File: config.mk
export PLATFORM = sky130hd
export DESIGN_NAME = uart_receiver_flat
export DESIGN_NICKNAME = d
export VERILOG_FILES = /design/src/rtl/uart_receiver_if.sv /design/src/rtl/uart_receiver.sv /design/src/flat_wrapper.sv
export SDC_FILE = /design/constraint.sdc
export NUM_CORES = 1
export LEC_CHECK = 0
export CORE_MARGIN = 10
export CORE_UTILIZATION = 25
export DETAILED_ROUTE_END_ITERATION = 7
export PLACE_DENSITY = 0.49
export SYNTH_ARGS = -nofsm -noshare
export SYNTH_HDL_FRONTEND = slang
export SYNTH_SLANG_ARGS = --single-unit
File: constraint.sdc
create_clock -name clk -period 1.9 [get_ports clk]
set_input_delay 0.38 -clock clk [delete_from_list [all_inputs] [get_ports clk]]
set_output_delay 0.38 -clock clk [all_outputs]
set_load 0.03 [all_outputs]
File: src/rtl/uart_receiver_if.sv
// rtl/uart_receiver_if.sv - receive-side data/status handshake bundle for uart_receiver
interface uart_receiver_if #(
  parameter int DATA_WIDTH = 8
);
  logic [DATA_WIDTH-1:0] rxData;
  logic                  rxValid;
  logic                  rxReady;
  logic                  parityError;
  logic                  framingError;
  logic                  breakingError;
  logic                  overrunError;

  modport master (
    output rxData, rxValid, parityError, framingError, breakingError, overrunError,
    input  rxReady
  );

  modport slave (
    input  rxData, rxValid, parityError, framingError, breakingError, overrunError,
    output rxReady
  );
endinterface

File: src/rtl/uart_receiver.sv
// rtl/uart_receiver.sv - oversampling UART receiver with parity, framing, break and overrun status
module uart_receiver #(
  parameter int DATA_WIDTH   = 8,
  parameter int OVERSAMPLING = 16,
  parameter int SAMPLE_DIV   = 1
) (
  input  logic            clk,
  input  logic            reset,
  input  logic            rx,
  input  logic [3:0]      dataType,
  input  logic            parityEnable,
  input  logic            parityType,
  input  logic [1:0]      stopBits,
  uart_receiver_if.master rx_if
);
  localparam int DIV_W = (SAMPLE_DIV > 1) ? $clog2(SAMPLE_DIV) : 1;
  localparam int TCK_W = $clog2(OVERSAMPLING);
  localparam logic [DIV_W-1:0] DIV_LAST = DIV_W'(SAMPLE_DIV - 1);
  localparam logic [TCK_W-1:0] TCK_LAST = TCK_W'(OVERSAMPLING - 1);
  // start bit is sampled on the (OVERSAMPLING/2)-th tick after the edge
  localparam logic [TCK_W-1:0] TCK_HALF = TCK_W'(OVERSAMPLING / 2 - 1);

  typedef enum logic [2:0] {IDLE, STARTBIT, DATABITS, PARITYBIT, STOPBIT} state_t;

  state_t                state_q, state_d;
  logic                  sync1_q, sync1_d, sync2_q, sync2_d, prev_q, prev_d;
  logic [DIV_W-1:0]      div_q, div_d;
  logic [TCK_W-1:0]      tck_q, tck_d;
  logic [3:0]            nbits_q, nbits_d, bcnt_q, bcnt_d;
  logic                  pen_q, pen_d, pty_q, pty_d, two_q, two_d, scnt_q, scnt_d;
  logic [DATA_WIDTH-1:0] shift_q, shift_d, data_q, data_d;
  logic                  par_q, par_d, zero_q, zero_d, fe_q, fe_d, brk_q, brk_d;
  logic                  valid_q, valid_d, perr_q, perr_d, ferr_q, ferr_d;
  logic                  berr_q, berr_d, oerr_q, oerr_d;
  logic                  rx_s, tick, samp, done, fe_fin, zero_fin;

  // next-state, sampling and holding-register update logic
  always_comb begin
    sync1_d  = rx;
    sync2_d  = sync1_q;
    rx_s     = sync2_q;
    prev_d   = rx_s;
    state_d  = state_q;
    nbits_d  = nbits_q;
    bcnt_d   = bcnt_q;
    pen_d    = pen_q;
    pty_d    = pty_q;
    two_d    = two_q;
    scnt_d   = scnt_q;
    shift_d  = shift_q;
    par_d    = par_q;
    zero_d   = zero_q;
    fe_d     = fe_q;
    brk_d    = brk_q;
    data_d   = data_q;
    perr_d   = perr_q;
    ferr_d   = ferr_q;
    berr_d   = berr_q;
    oerr_d   = oerr_q;
    done     = 1'b0;
    tick     = (div_q == DIV_LAST);
    div_d    = tick ? '0 : div_q + 1'b1;
    tck_d    = tck_q;
    if (tick) tck_d = (tck_q == TCK_LAST) ? '0 : tck_q + 1'b1;
    samp     = tick && (tck_q == ((state_q == STARTBIT) ? TCK_HALF : TCK_LAST));
    fe_fin   = fe_q | ~rx_s;
    // only the first stop bit takes part in break detection
    zero_fin = scnt_q ? zero_q : (zero_q & ~rx_s);

    case (state_q)
      IDLE: begin
        if (brk_q) begin
          if (tick && rx_s) brk_d = 1'b0;
        end else if (prev_q && !rx_s) begin
          state_d = STARTBIT;
          div_d   = '0;
          tck_d   = '0;
          nbits_d = (dataType >= 4'd5 && dataType <= 4'd8) ? dataType : 4'd8;
          pen_d   = parityEnable;
          pty_d   = parityType;
          two_d   = (stopBits == 2'd2);
          bcnt_d  = '0;
          scnt_d  = 1'b0;
          shift_d = '0;
          par_d   = 1'b0;
          zero_d  = 1'b1;
          fe_d    = 1'b0;
        end
      end
      STARTBIT: begin
        if (samp) begin
          tck_d   = '0;
          state_d = rx_s ? IDLE : DATABITS;
        end
      end
      DATABITS: begin
        if (samp) begin
          shift_d = shift_q | (DATA_WIDTH'(rx_s) << bcnt_q);
          par_d   = par_q ^ rx_s;
          zero_d  = zero_q & ~rx_s;
          bcnt_d  = bcnt_q + 4'd1;
          if (bcnt_q == nbits_q - 4'd1) state_d = pen_q ? PARITYBIT : STOPBIT;
        end
      end
      PARITYBIT: begin
        if (samp) begin
          par_d   = par_q ^ rx_s;
          zero_d  = zero_q & ~rx_s;
          state_d = STOPBIT;
        end
      end
      STOPBIT: begin
        if (samp) begin
          fe_d   = fe_fin;
          zero_d = zero_fin;
          scnt_d = 1'b1;
          if (scnt_q || !two_q) begin
            done    = 1'b1;
            state_d = IDLE;
          end
        end
      end
      default: state_d = IDLE;
    endcase

    valid_d = valid_q & ~rx_if.rxReady;
    // a completing frame always wins over a same-cycle acknowledge
    if (done) begin
      valid_d = 1'b1;
      data_d  = shift_q;
      perr_d  = pen_q & (par_q != pty_q);
      ferr_d  = fe_fin;
      berr_d  = zero_fin;
      oerr_d  = valid_q & ~rx_if.rxReady;
      brk_d   = zero_fin;
    end
  end

  // state register with asynchronous active-low reset
  always_ff @(posedge clk or negedge reset) begin
    if (!reset) begin
      state_q <= IDLE;
      sync1_q <= 1'b1;
      sync2_q <= 1'b1;
      prev_q  <= 1'b1;
      div_q   <= '0;
      tck_q   <= '0;
      nbits_q <= 4'd8;
      bcnt_q  <= '0;
      pen_q   <= 1'b0;
      pty_q   <= 1'b0;
      two_q   <= 1'b0;
      scnt_q  <= 1'b0;
      shift_q <= '0;
      par_q   <= 1'b0;
      zero_q  <= 1'b0;
      fe_q    <= 1'b0;
      brk_q   <= 1'b0;
      data_q  <= '0;
      valid_q <= 1'b0;
      perr_q  <= 1'b0;
      ferr_q  <= 1'b0;
      berr_q  <= 1'b0;
      oerr_q  <= 1'b0;
    end else begin
      state_q <= state_d;
      sync1_q <= sync1_d;
      sync2_q <= sync2_d;
      prev_q  <= prev_d;
      div_q   <= div_d;
      tck_q   <= tck_d;
      nbits_q <= nbits_d;
      bcnt_q  <= bcnt_d;
      pen_q   <= pen_d;
      pty_q   <= pty_d;
      two_q   <= two_d;
      scnt_q  <= scnt_d;
      shift_q <= shift_d;
      par_q   <= par_d;
      zero_q  <= zero_d;
      fe_q    <= fe_d;
      brk_q   <= brk_d;
      data_q  <= data_d;
      valid_q <= valid_d;
      perr_q  <= perr_d;
      ferr_q  <= ferr_d;
      berr_q  <= berr_d;
      oerr_q  <= oerr_d;
    end
  end

  assign rx_if.rxData        = data_q;
  assign rx_if.rxValid       = valid_q;
  assign rx_if.parityError   = perr_q;
  assign rx_if.framingError  = ferr_q;
  assign rx_if.breakingError = berr_q;
  assign rx_if.overrunError  = oerr_q;
endmodule

File: src/flat_wrapper.sv
// flat-port wrapper written by rule: the top's interface ports become plain ports
module uart_receiver_flat 
#(
  parameter int DATA_WIDTH   = 8,
  parameter int OVERSAMPLING = 16,
  parameter int SAMPLE_DIV   = 1
)
  (clk, reset, rx, dataType, parityEnable, parityType, stopBits, rx_if_rxData, rx_if_rxValid, rx_if_parityError, rx_if_framingError, rx_if_breakingError, rx_if_overrunError, rx_if_rxReady);
  uart_receiver_if #(.DATA_WIDTH(DATA_WIDTH)) rx_if_i ();
  input  logic clk;
  input  logic reset;
  input  logic rx;
  input  logic [3:0] dataType;
  input  logic parityEnable;
  input  logic parityType;
  input  logic [1:0] stopBits;
  output wire logic [$bits(rx_if_i.rxData)-1:0] rx_if_rxData;
  output wire logic [$bits(rx_if_i.rxValid)-1:0] rx_if_rxValid;
  output wire logic [$bits(rx_if_i.parityError)-1:0] rx_if_parityError;
  output wire logic [$bits(rx_if_i.framingError)-1:0] rx_if_framingError;
  output wire logic [$bits(rx_if_i.breakingError)-1:0] rx_if_breakingError;
  output wire logic [$bits(rx_if_i.overrunError)-1:0] rx_if_overrunError;
  input wire logic [$bits(rx_if_i.rxReady)-1:0] rx_if_rxReady;
  assign rx_if_rxData = rx_if_i.rxData;
  assign rx_if_rxValid = rx_if_i.rxValid;
  assign rx_if_parityError = rx_if_i.parityError;
  assign rx_if_framingError = rx_if_i.framingError;
  assign rx_if_breakingError = rx_if_i.breakingError;
  assign rx_if_overrunError = rx_if_i.overrunError;
  assign rx_if_i.rxReady = rx_if_rxReady;
  uart_receiver #(.DATA_WIDTH(DATA_WIDTH), .OVERSAMPLING(OVERSAMPLING), .SAMPLE_DIV(SAMPLE_DIV)) u_core (.clk(clk), .reset(reset), .rx(rx), .dataType(dataType), .parityEnable(parityEnable), .parityType(parityType), .stopBits(stopBits), .rx_if(rx_if_i));
endmodule
==> impl_metrics.json <==
{
  "status": "finished, final reports clean",
  "timing.fmax_mhz": 538.0,
  "wl_per_cell_um": 13.10,
  "cts_tree": "done",
  "yosysWarnings": 0,
  "worst_ep_arrival_time_ns": 2.05,
  "n_antenna_cell": 0,
  "ios": 25,
  "setup_tns_ns": 0,
  "cp_cell_sequence": "or3b_4 > or4_4 > o221a_4 > a211o_1",
  "crit_type": "flop to flop",
  "p_per_area_nw_per_um2": 1185,
  "seq_power_share": 0.452,
  "grt_pass1_wl_um": 7893,
  "ys_ff_latch": 47,
  "p_leak_nw": 1.226,
  "path_max_fanout": 4,
  "end_kind": "flop",
  "vdd_drop_max_v": 0.0003186,
  "netlist_area_um2": 2142,
  "via_per_inst": 4.468,
  "crit_slowest_cell": "dfstp_2",
  "min_path_type": "input pin to asynchronous set/reset pin",
  "antenna_found_initial": 0,
  "ys_types": 45,
  "dieArea_um2": 12670,
  "syn-instance-count": 197,
  "yosys_most_used_dff": "dfrtp_1",
  "syn-num-nets": 212,
  "pre_cts_slack_ns": 0.06160,
  "yosysTopAreaCellShare": 0.5023,
  "wl_um": 4481,
  "rsz0062_at_grt": "false",
  "maxSlewViolCount": 0,
  "grt_pass1_vias": 1580,
  "ant_nets": 0,
  "finalWorstSetupSlack_ns": 0.04134,
  "crit_required_ns": 2.10,
  "seq_area_frac_synth": 0.5514,
  "cts_sinks": 47,
  "clk_latency_ns": 0.30,
  "synth.avg_cell_area_um2": 10.87,
  "setup_violations": 0,
  "nNetsFinal": 251,
  "synthTopCellsByArea": "dfrtp_1, dfstp_2, mux2_2",
  "rows": 33,
  "coreArea_um2": 8258,
  "start_util": 0.2594,
  "slew_headroom": 0.7332,
  "drive_gt1_frac": 0.2110,
  "area_growth_pct": 29.91,
  "maxCapViolCount": 0,
  "die_x_um": 112.6,
  "synthArstFlopShare": 1.000,
  "grt.total_usage": 0.07387,
  "pwr-share-clk": 0.265,
  "cts-root-buf": "clkbuf_8",
  "power_switching_mw": 1.052,
  "yosysTopAreaCell": "dfrtp_1",
  "power_frac_comb": 0.283,
  "crit_family": "simple AND/OR/NAND/NOR gates",
  "clkTransAtPathRegs_ns": 0.09,
  "cts_inserted_buffers": 5,
  "worst-path-buf-inv": 0,
  "finalCritPeriodShare": 0.9782,
  "dp_hpwl_um": 3185,
  "critPathLaunchType": "flop",
  "hold_viol_final": 0,
  "final_cell_mix": "dfrtp_1, nor2_1, clkdlybuf4s50_1",
  "firstDrtPassIters": 4,
  "max-clock-path-buffers": 2,
  "num_vias": 1528,
  "mostFrequentLayoutCell": "dfrtp_1",
  "intPower_mw": 2.247,
  "drt_iter0_drc": 92,
  "p_sw_frac": 0.3188,
  "drc": 0,
  "die_y_um": 112.6,
  "slowest_delay_ns": 0.52,
  "holdWs_ns": 0.03969,
  "finClkSkew_ns": 0.009368,
  "htree_num_levels": 2,
  "fin_crit_ns": 1.859,
  "globalplace.congestion": 0.8292,
  "worst_pin_slew_ns": 0.4002,
  "grt_max_degree": 48,
  "overflow": 0,
  "portBuffers": 24,
  "synth-edff-count": 0
}
## cells in the mapped netlist (2+ instances only)
master and number:
o31ai_1 3, dfstp_2 4, clkbuf_1 5, dfrtp_1 43, xnor2_1 8, nor2_1 23, mux2i_1 2, nand3_1 2
nand3_2 2, o21ai_0 8, a21oi_1 14, a31oi_1 3, buf_2 2, clkbuf_2 3, nor2b_1 3, nor3_1 4
a21o_1 2, mux2_2 9, xor2_1 3, ha_1 3, nand2b_1 4, nor3_2 2, nand2_1 19, a311oi_1 2
inv_1 4
## what timing repair did
item | in CTS | in global routing
setup buffers | 0 | 2
resized for setup | 0 | 4
setup endpoints to repair | 0 | 12
hold buffers | 0 | 0
## kinds of logic after synthesis
logic type / synth area share
and+or+nand+nor: 0.1793
DFF: 0.5514
AOI/OAI and AO/OA: 0.1227
buffers and inverters: 0.02745
xor gates and xnor gates: 0.04498
muxes: 0.05666
adders and majority gates: 0.01753
## routing by layer
layer  vias up  wire length, um  GRT usage
met3         8              280    0.02875
li1        768                -          -
met5         -                0          0
met2        32             1958     0.1068
met4         0               59    0.03215
met1       720             2184    0.09492
## flip-flops by register name, summed over array words and instances, names as in the netlist, 3 cells and up
| signal | flops |
|---|---|
| u_core.rx_if.rxData | 8 |
| u_core.shift_q | 8 |
| u_core.bcnt_q | 4 |
| u_core.nbits_q | 4 |
| u_core.tck_q | 4 |
| u_core.state_q | 3 |
## power groups by stage
stage / combinational [mW] / sequential, mW / clock (mW)
after global placement: 0.899 / 1.49 / 0
after detailed placement: 0.914 / 1.50 / 0
final: 0.934 / 1.49 / 0.875
after global routing: 1.07 / 1.54 / 0.941
after floorplan: 0.751 / 1.38 / 0
after CTS: 0.923 / 1.48 / 0.911
## layout make-up
cell class	instances	area [um2]
Multi-Input combinational cell	136	935.9
Tap cell	105	131.4
Clock inverter	3	67.56
Fill cell	861	5475
Sequential cell	47	1181
Inverter	4	15.01
Clock buffer	5	68.82
Timing Repair Buffer	42	382.9
## final timing paths
check | startpoint | end | slack, ns | cells past startpoint
worst max-delay path | u_core.prev_q | u_core.state_q[1] | 0.04 | 4
min in group clk | u_core.sync1_q | u_core.prev_d | 0.36 | 0
worst min-delay path | reset | u_core.tck_q[0] | 0.04 | 2
worst min register to register | u_core.sync1_q | u_core.prev_d | 0.36 | 0
max in group asynchronous | reset | u_core.prev_d | 1.57 | 2
worst max register to register | u_core.prev_q | u_core.state_q[1] | 0.04 | 4
## per-stage QoR
step / util / instances / area (um2) / total power [mW]
floorplan: - / 197 / 2142 / 2.131
detailed placement: 0.3156 / 332 / 2606 / 2.413
finish: 0.3370 / 342 / 2783 / 3.298
global placement: 0.3156 / 332 / 2606 / 2.392
global route: 0.3370 / 342 / 2783 / 3.544
CTS: 0.3321 / 340 / 2743 / 3.312
## worst register-to-register path, stage by stage (launching register included)
cell and delay [ns]:
dfstp_2 0.52, or3b_4 0.36, or4_4 0.43, o221a_4 0.15, a211o_1 0.29
Power figures use the tool's default switching activity.
